===== src/rtl/led_blink_if.sv =====
// LED arbiter bus bundle: requester requests and counts in; grant, status and LED drive out.
interface led_blink_if #(
    parameter int unsigned NREQ  = 4,
    parameter int unsigned CNT_W = 4
) ();
    logic [NREQ-1:0]       req;
    logic [NREQ*CNT_W-1:0] count;
    logic [NREQ-1:0]       grant;
    logic                  busy;
    logic                  done;
    logic                  out;

    modport master (output req, output count, input grant, input busy, input done, input out);
    modport slave  (input req, input count, output grant, output busy, output done, output out);
endinterface


===== src/rtl/led_blink_arbiter.sv =====
// Round-robin, non-preemptive sharing of one status LED; the winner gets N blinks then a gap.
module led_blink_arbiter #(
    parameter int unsigned NREQ  = 4,
    parameter int unsigned CNT_W = 4,
    parameter int unsigned HALF  = 8388608,
    parameter int unsigned GAP   = 16777216
) (
    input  logic        clk,
    input  logic        rst_n,
    led_blink_if.slave  bus
);
    localparam int unsigned PTR_W  = (NREQ > 1) ? $clog2(NREQ) : 1;
    localparam int unsigned MAXP   = (HALF > GAP) ? HALF : GAP;
    localparam int unsigned TICK_W = (MAXP > 1) ? $clog2(MAXP) : 1;
    localparam logic [TICK_W-1:0] HALF_M1 = TICK_W'(HALF - 1);
    localparam logic [TICK_W-1:0] GAP_M1  = TICK_W'(GAP - 1);

    typedef enum logic [1:0] {S_IDLE, S_ON, S_OFF, S_GAP} state_e;

    state_e              state_q, state_d;
    logic [TICK_W-1:0]   tick_q, tick_d;
    logic [CNT_W-1:0]    rem_q, rem_d;
    logic [PTR_W-1:0]    ptr_q, ptr_d;
    logic [NREQ-1:0]     grant_q, grant_d;
    logic                busy_q, busy_d;
    logic                done_q, done_d;
    logic                out_q, out_d;

    logic                win_valid_c;
    logic [PTR_W-1:0]    win_idx_c;
    logic [PTR_W-1:0]    win_next_c;
    logic [NREQ-1:0]     win_oh_c;
    logic [CNT_W-1:0]    win_cnt_c;
    int unsigned         cand_c;

    // First requester at or above the pointer, wrapping modulo NREQ.
    always_comb begin
        win_valid_c = 1'b0;
        win_idx_c   = '0;
        cand_c      = 0;
        for (int unsigned i = 0; i < NREQ; i++) begin
            cand_c = (32'(ptr_q) + i) % NREQ;
            if (!win_valid_c && bus.req[PTR_W'(cand_c)]) begin
                win_valid_c = 1'b1;
                win_idx_c   = PTR_W'(cand_c);
            end
        end
    end

    // Winner's one-hot grant, its blink count and the pointer that follows it.
    always_comb begin
        win_oh_c  = '0;
        win_cnt_c = '0;
        for (int unsigned i = 0; i < NREQ; i++) begin
            if (win_valid_c && (win_idx_c == PTR_W'(i))) begin
                win_oh_c[i] = 1'b1;
                win_cnt_c   = bus.count[i*CNT_W +: CNT_W];
            end
        end
        win_next_c = (win_idx_c == PTR_W'(NREQ - 1)) ? '0 : win_idx_c + PTR_W'(1);
    end

    // Sequencer: outputs are decoded from the next state so they land registered with it.
    always_comb begin
        state_d = state_q;
        tick_d  = tick_q;
        rem_d   = rem_q;
        ptr_d   = ptr_q;
        grant_d = grant_q;

        unique case (state_q)
            S_IDLE: begin
                tick_d  = '0;
                grant_d = '0;
                if (win_valid_c) begin
                    grant_d = win_oh_c;
                    rem_d   = win_cnt_c;
                    ptr_d   = win_next_c;
                    state_d = (win_cnt_c != '0) ? S_ON : S_GAP;
                end
            end
            S_ON: begin
                if (tick_q == HALF_M1) begin
                    tick_d  = '0;
                    state_d = S_OFF;
                end else begin
                    tick_d = tick_q + TICK_W'(1);
                end
            end
            S_OFF: begin
                if (tick_q == HALF_M1) begin
                    tick_d  = '0;
                    rem_d   = rem_q - CNT_W'(1);
                    state_d = (rem_q != CNT_W'(1)) ? S_ON : S_GAP;
                end else begin
                    tick_d = tick_q + TICK_W'(1);
                end
            end
            S_GAP: begin
                if (tick_q == GAP_M1) begin
                    tick_d  = '0;
                    grant_d = '0;
                    state_d = S_IDLE;
                end else begin
                    tick_d = tick_q + TICK_W'(1);
                end
            end
            default: begin
                tick_d  = '0;
                grant_d = '0;
                state_d = S_IDLE;
            end
        endcase

        busy_d = (state_d != S_IDLE);
        out_d  = (state_d == S_ON);
        done_d = (state_d == S_GAP) && (tick_d == GAP_M1);
    end

    always_ff @(posedge clk or negedge rst_n) begin
        if (!rst_n) begin
            state_q <= S_IDLE;
            tick_q  <= '0;
            rem_q   <= '0;
            ptr_q   <= '0;
            grant_q <= '0;
            busy_q  <= 1'b0;
            done_q  <= 1'b0;
            out_q   <= 1'b0;
        end else begin
            state_q <= state_d;
            tick_q  <= tick_d;
            rem_q   <= rem_d;
            ptr_q   <= ptr_d;
            grant_q <= grant_d;
            busy_q  <= busy_d;
            done_q  <= done_d;
            out_q   <= out_d;
        end
    end

    assign bus.grant = grant_q;
    assign bus.busy  = busy_q;
    assign bus.done  = done_q;
    assign bus.out   = out_q;

endmodule


===== src/flat_wrapper.sv =====
// flat-port wrapper written by rule: the top's interface ports become plain ports
module led_blink_arbiter_flat 
#(
    parameter int unsigned NREQ  = 4,
    parameter int unsigned CNT_W = 4,
    parameter int unsigned HALF  = 8388608,
    parameter int unsigned GAP   = 16777216
)
  (clk, rst_n, bus_req, bus_count, bus_grant, bus_busy, bus_done, bus_out);
  led_blink_if #(.NREQ(NREQ), .CNT_W(CNT_W)) bus_i ();
  input  logic clk;
  input  logic rst_n;
  input wire logic [$bits(bus_i.req)-1:0] bus_req;
  input wire logic [$bits(bus_i.count)-1:0] bus_count;
  output wire logic [$bits(bus_i.grant)-1:0] bus_grant;
  output wire logic [$bits(bus_i.busy)-1:0] bus_busy;
  output wire logic [$bits(bus_i.done)-1:0] bus_done;
  output wire logic [$bits(bus_i.out)-1:0] bus_out;
  assign bus_i.req = bus_req;
  assign bus_i.count = bus_count;
  assign bus_grant = bus_i.grant;
  assign bus_busy = bus_i.busy;
  assign bus_done = bus_i.done;
  assign bus_out = bus_i.out;
  led_blink_arbiter #(.NREQ(NREQ), .CNT_W(CNT_W), .HALF(HALF), .GAP(GAP)) u_core (.clk(clk), .rst_n(rst_n), .bus(bus_i));
endmodule

===== config.mk =====
export PLATFORM = sky130hd
export DESIGN_NAME = led_blink_arbiter_flat
export DESIGN_NICKNAME = d
export VERILOG_FILES = /design/src/rtl/led_blink_if.sv /design/src/rtl/led_blink_arbiter.sv /design/src/flat_wrapper.sv
export SDC_FILE = /design/constraint.sdc
export NUM_CORES = 1
export LEC_CHECK = 0
export BUFFER_PORTS_ARGS = -buffer_cell sky130_fd_sc_hd__buf_2
export CORE_ASPECT_RATIO = 0.9
export CORE_UTILIZATION = 25
export CTS_BUF_LIST = sky130_fd_sc_hd__clkbuf_8 sky130_fd_sc_hd__clkbuf_16
export CTS_CLUSTER_DIAMETER = 60
export DETAILED_ROUTE_END_ITERATION = 12
export RECOVER_POWER = 25
export SYNTH_ARGS = -nofsm -noshare
export SYNTH_HDL_FRONTEND = slang
export SYNTH_SLANG_ARGS = --single-unit

===== constraint.sdc =====
create_clock -name clk -period 6.5 [get_ports clk]
set_input_delay 0.65 -clock clk [delete_from_list [all_inputs] [get_ports clk]]
set_output_delay 0.65 -clock clk [all_outputs]
set_load 0.01 [all_outputs]

==> flow_summary.json, run 1 <==
{
  "sw_frac_of_total_pct": 21.30,
  "synth_cell_types": 63,
  "drive_gt1_share_pct": 14.81,
  "clkTransAtPathRegs_ns": 0.06,
  "fp.dieW_um": 110.9,
  "cts_buffers": 5,
  "initial_utilization_pct": 25.91,
  "clock_path_buffers": 2,
  "io_pins": 29,
  "p_leak_uw": 0.001199,
  "postCtsSetupBuffers": 0,
  "cts_resized": 0,
  "power_frac_comb_pct": 5.3,
  "hold_buffers": 0,
  "design_area_um2": 3059,
  "grt_overflow": 0,
  "port_buffers": 28,
  "die_h_um": 99.97,
  "hold_viol": 0,
  "fillCellCount": 1069,
  "async_flop_share_pct": 100.0,
  "slew_viol_final": 40,
  "setup-tns-final_ns": 0,
  "netlist_area_um2": 2666,
  "die_area_um2": 11080,
  "pwr-share-seq_pct": 45.9,
  "syn_nets": 335,
  "yosys_warnings": 0,
  "intPower_uw": 416.4,
  "tightestPinTransition_ns": 2.102,
  "synth_edf_count": 0,
  "rsz0062_at_grt": "false",
  "antenna_found_initial": 0,
  "synthCells": 302,
  "report.final.setup_viol": 0,
  "violations": "max-capacitance violations, max-slew violations",
  "layout_min_cycle_time_ns": 2.916,
  "outcome": "complete, but fails checks",
  "reg2reg_from": "u_core.state_q[0]",
  "startpoint": "u_core.state_q[0]",
  "multi_input_area_um2": 1555,
  "power.density_nw_per_um2": 173.0,
  "grt_pass1_wl_um": 10780,
  "cts-root-buf": "clkbuf_16",
  "stdcell_count": 453,
  "gp_congestion": 0.7955,
  "ir_drop_v": 0.0001296,
  "place_area_um2": 2900,
  "avgSynthCellArea_um2": 8.829,
  "ys_ff_latch": 39,
  "cts_max_level": 2,
  "ys.flop_type": "dfrtp_1",
  "synthToLayoutAreaGrowth_pct": 14.73,
  "arrival_ns": 3.14,
  "dr.pass1.iters": 4,
  "max_cap_viol_count": 1,
  "p_clk_share_pct": 48.8,
  "setup_ws_ns": 3.584,
  "grt_max_degree": 40,
  "critPathCaptureType": "flop",
  "ys_top_cells_by_area": "dfrtp_1 (37%), ha_1 (5.2%), nor2_1 (4.2%), nand2_1 (3.7%), xor2_1 (3.3%)",
  "hold_path_class": "reg2reg",
  "cts_tree": "yes",
  "slew_headroom_pct": -40.10,
  "drtIter0Drc": 120,
  "seq_area_um2": 975.9,
  "worstPathRequired_ns": 6.72,
  "post_drt_via_cell_ratio": 5.044,
  "drc_errors": 0,
  "clock.fmax_mhz": 343.0,
  "hp-start": "u_core.bus.grant[0]",
  "final_nets": 356,
  "skew_ns": 0.004926,
  "rows": 35,
  "core_area_um2": 10290,
  "critPathMaxFanout": 18,
  "fin_util_pct": 29.73,
  "yosys.area.top_type_share_pct": 36.60,
  "worstSetupStartpointType": "flop",
  "clk_latency_ns": 0.29,
  "diodes": 0,
  "ant_nets": 0,
  "grt_usage_pct": 11.94,
  "vias": 2285,
  "yosysSeqAreaShare_pct": 36.60,
  "place_inst": 445,
  "fin_crit_sh_pct": 44.86,
  "worstSetupPathType": "reg2reg",
  "switchingPower_uw": 112.7,
  "dp_hpwl_um": 4433,
  "cts.sinks": 39,
  "wl_um": 6059,
  "synth_top_area_cell": "dfrtp_1",
  "post_drt_wl_per_cell_um": 13.38,
  "pre_cts_ws_ns": 3.451,
  "first_global_vias": 2234
}
## path summary, 6_finish.rpt
path / end / slack [ns] / cells after the start
worst max-delay path: u_core.bus.done / 3.58 / 8
worst min-delay path: u_core.bus.grant[0] / 0.51 / 2
worst max register to register: u_core.bus.done / 3.58 / 8
worst min register to register: u_core.bus.grant[0] / 0.51 / 2
max in group asynchronous: u_core.bus.done / 4.32 / 1
min in group asynchronous: u_core.tick_q[4] / 0.97 / 1
## stage by stage
| stage | power [µW] | hold slack [ns] |
|---|---|---|
| after floorplan | 259.8 | 0.3544 |
| after global routing | 550.5 | 0.5501 |
| after CTS | 537.1 | 0.5094 |
| final | 529.2 | 0.5092 |
| after global placement | 275.2 | 0.4835 |
| after detailed placement | 275.4 | 0.4970 |
## cell type report
type	count	area share [%]
Tap cell	129	5.276
Clock buffer	7	4.990
Multi-Input combinational cell	232	50.84
Sequential cell	39	31.90
Clock inverter	1	0.2454
Timing Repair Buffer	29	4.785
Inverter	16	1.963
## critical path: stages, from the launching register on
cell       delay [ns]
dfrtp_1          0.40
inv_1            0.09
ha_1             0.42
or3b_1           0.44
or4_1            0.49
a221oi_2         0.21
o2111ai_1        0.15
nor4_1           0.41
and4_1           0.24
## cell families after synthesis
logic type      Yosys count  synth area share, %
mux                       3                1.173
buf+inv                  31                5.068
flops                    39                36.60
xor+xnor                 18                5.913
compound gates           69                18.21
simple gates            131                27.87
fa+ha+maj                11                5.162
## synth_stat cells, types with 2 or more instances
library cell	count
mux2i_1	2
xnor2_1	8
and2_1	4
dfrtp_1	39
a21oi_1	13
inv_1	16
buf_2	6
a211oi_1	3
o22a_1	3
a32oi_1	3
nor4b_1	2
nor2_1	30
nor4_1	5
nand3_1	8
nor2b_1	9
o21ai_0	14
and4_1	5
and3_1	3
nor3_1	8
o31ai_1	2
nand2b_1	2
nand4_1	9
or4_1	4
clkbuf_1	6
a31oi_1	10
a41oi_1	3
ha_1	11
nand2_1	26
xor2_1	10
o21a_1	2
or3_1	4
## power by group through the flow
| stage | clock network (µW) | registers [µW] | logic, µW |
|---|---|---|---|
| detailed placement | 0 | 247 | 28.2 |
| global placement | 0 | 247 | 27.9 |
| finish | 258 | 243 | 27.8 |
| floorplan | 0 | 247 | 12.5 |
| CTS | 266 | 243 | 28.3 |
| global route | 276 | 243 | 31.6 |
## registers in the layout, indices dropped and copies added (netlist names)
signal / flops
u_core.state_q: 2
u_core.bus.done: 1
u_core.bus.grant: 4
u_core.ptr_q: 2
u_core.bus.out: 1
u_core.rem_q: 4
u_core.bus.busy: 1
u_core.tick_q: 24
## layout by cell type (no fill, tap or decap), drive strengths merged, types with 8 or more instances in the layout
cell / instances
nor2b: 9
nor3: 8
clkbuf: 8
o21ai: 14
inv: 16
nand2: 27
nor2: 30
xnor2: 8
a21oi: 13
nand3: 9
dfrtp: 39
a31oi: 10
buf: 28
ha: 11
nand4: 9
xor2: 10
## metal layers
layer | up-vias | part of all wire (%) | global-route usage (%)
li1 | 1145 | - | -
met1 | 1084 | 50 | 16.16
met2 | 48 | 44 | 18.97
met3 | 8 | 4.3 | 2.597
met4 | 0 | 1.3 | 4.000
met5 | - | 0 | 0
No activity file was read; power rests on OpenSTA's default activity.
==> run 2: changes to the inputs <==
Settings changed: ABC_AREA set to 1.
Clock period 6.5 ns to 2.4 ns, I/O delays scaled along.
==> run 2 against run 1 <==
Effect of this change:
- the run ends with negative setup slack left
- worst hold slack worse by 0.40 ns
- critical path depth is 13 higher
- sequential cell count stayed put
- clock skew is 0.0010 ns higher
- highest routed layer unchanged
==> flow_summary.json, run 2 <==
{
  "outcome": "complete, but fails checks",
  "violations": "negative setup slack",
  "reg2reg_from": "u_core.ptr_q[1]",
  "arrival_ns": 2.80,
  "ant_nets": 0,
  "report.final.setup_viol": 7,
  "p_total_uw": 1487,
  "cp_num_buf_inv": 5,
  "synth_edf_count": 0,
  "drtIter0Drc": 122,
  "clk_latency_ns": 0.28,
  "p_leak_uw": 0.001830,
  "hold_buffers": 0,
  "vias": 2757,
  "grt_usage_pct": 12.49,
  "critPathMaxStageDelay_ns": 0.43,
  "clock_path_buffers": 2,
  "synth_top_area_cell": "dfrtp_1",
  "syn_nets": 444,
  "ir_drop_v": 0.0002721,
  "fillCellCount": 1144,
  "power.density_nw_per_um2": 394.5,
  "grt_overflow": 0,
  "pre_cts_ws_ns": -0.3541,
  "worstPathRequired_ns": 2.56,
  "wl_um": 7043,
  "grt_pass1_wl_um": 12120,
  "slew_headroom_pct": 32.94,
  "final_common_cell": "nand2_1",
  "post_drt_via_cell_ratio": 4.369,
  "synth_cell_types": 38,
  "final_nets": 511,
  "first_global_vias": 2654,
  "tightestPinTransition_ns": 1.006,
  "critPathMaxFanout": 6,
  "io_pins": 29,
  "multi_input_area_um2": 1795,
  "cts_max_level": 2,
  "grt_max_degree": 40,
  "slew_viol_final": 0,
  "antenna_found_initial": 0,
  "crit_chain": "buf_4 > buf_4 > nand3_2 > nand2_2 > nor2_4 > nand2_2 > or2_4 > nand4_1 > o21ai_4 > inv_2 > ha_4 > nand2_4 > buf_6 > nand2_2 > inv_2 > nand2_2 > nand2_2 > nand3_4 > nor2_2 > nor2_2 > nand2_1",
  "drive_gt1_share_pct": 30.69,
  "hold_path_class": "in2async",
  "cts_tree": "yes",
  "cpMostUsedCell": "nand2_2",
  "yosys.area.top_type_share_pct": 33.85,
  "rows": 36,
  "core_area_um2": 11040,
  "largest_reg_flops": 24,
  "clock.fmax_mhz": 378.9,
  "stdcell_count": 631,
  "cts.sinks": 39,
  "critPathCaptureType": "flop",
  "ys_top_cells_by_area": "dfrtp_1 (34%), nand2_1 (14%), nand3_1 (6.8%), nor2_1 (6.6%), inv_1 (6.0%)",
  "startpoint": "u_core.ptr_q[1]",
  "gp_congestion": 0.8553,
  "async_flop_share_pct": 100.0,
  "yosys_warnings": 0,
  "yosysSeqAreaShare_pct": 33.85,
  "cts_buffers": 5,
  "ys_ff_latch": 39,
  "synthToLayoutAreaGrowth_pct": 30.77,
  "initial_utilization_pct": 26.12,
  "cts-root-buf": "clkbuf_16",
  "post_drt_wl_per_cell_um": 11.16,
  "synth_most_common_cell": "nand2_1",
  "clkTransAtPathRegs_ns": 0.06,
  "worstSetupPathType": "reg2reg",
  "hold_viol": 0,
  "setup_ws_ns": -0.2393,
  "layout_min_cycle_time_ns": 2.639,
  "synthCells": 411,
  "drc_errors": 0,
  "dr.pass1.iters": 5,
  "die_h_um": 103.9,
  "rsz0062_at_grt": "true",
  "final_cell_mix": "nand2_1 (89), nor2_1 (51), inv_1 (44)",
  "worstSetupStartpointType": "flop",
  "fp.dieW_um": 115.2,
  "cp_slowest_cell": "dfrtp_1",
  "ys_top_cells_by_count": "nand2_1 (104), nor2_1 (51), inv_1 (46)",
  "netlist_area_um2": 2883,
  "place_inst": 614,
  "setup-tns-final_ns": -1.161,
  "ys.flop_type": "dfrtp_1",
  "avgSynthCellArea_um2": 7.014,
  "max_cap_viol_count": 0,
  "dp_hpwl_um": 5439,
  "die_area_um2": 11960,
  "top_register": "u_core.tick_q",
  "hold_ws_ns": 0.1109,
  "diodes": 0,
  "seq_area_um2": 977.2,
  "skew_ns": 0.005963,
  "cp_top_family": "simple AND/OR/NAND/NOR gates",
  "port_buffers": 28,
  "fin_crit_sh_pct": 110.0
}
## run 2: changes by cell type after synthesis, sizes merged, moves of 6 or more
cell,previous run,this run
nand3,9,43
xor2,10,16
nor2b,9,0
and4,6,0
xnor2,8,2
nor2,30,59
inv,16,55
o22ai,0,6
a21oi,13,4
a31oi,10,0
nand2,27,117
## run 2: logic make-up (layout without fill, tap and decap cells)
family                   Yosys count  count (layout)  synth area share, %
buffers and inverters             65             133                9.158
AND/OR/NAND/NOR                  244             244                39.24
flip-flops                        39              39                33.85
adder cells (fa/ha/maj)           11              11                4.774
XOR/XNOR                          18              18                5.469
AO/OA/AOI/OAI                     34              34                7.509
## run 2: repair_timing
action / in CTS / in global routing
gates cloned: 0 / 0
buffers inserted: 6 / 3
setup endpoints to repair: 8 / 10
gates resized for setup: 22 / 26
pin swaps: 7 / 16
## run 2: where the power goes
group / leakage (µW) / internal, µW / switching [µW]
clock: 0.0000710 / 379 / 261
sequential: 0.000468 / 658 / 0
combinational: 0.00129 / 88.2 / 101
## run 2: per-stage QoR
| step | utilization [%] | area (µm²) |
|---|---|---|
| floorplan | - | 2905 |
| global placement | 30.82 | 3401 |
| detailed placement | 30.82 | 3401 |
| CTS | 33.24 | 3669 |
| global route | 34.16 | 3770 |
| finish | 34.16 | 3770 |
## run 2: final cells by class
type	count	area share, %
multi-input cells	307	47.63
flip-flops and latches	39	25.92
repair buffers	66	11.78
inverters	59	5.875
well taps	152	5.045
clock buffers	5	3.319
clock inverters	3	0.4315
## run 2: path summary, 6_finish.rpt
check,to,slack [ns],cells after the start
setup reg to reg,u_core.bus.busy,-0.24,21
max in group asynchronous,u_core.ptr_q[0],1.61,1
setup / recovery,u_core.bus.busy,-0.24,21
hold reg to reg,u_core.bus.grant[1],0.53,2
min in group clk,u_core.rem_q[3],0.37,4
hold / removal,u_core.tick_q[15],0.11,1
## run 2: per-layer routing
metal / share of wire (%) / vias to the layer above / global-route usage (%)
li1: - / 1433 / -
met1: 48 / 1271 / 16.51
met2: 48 / 43 / 20.87
met3: 2.4 / 10 / 1.690
met4: 1.7 / 0 / 3.989
met5: 0 / - / 0
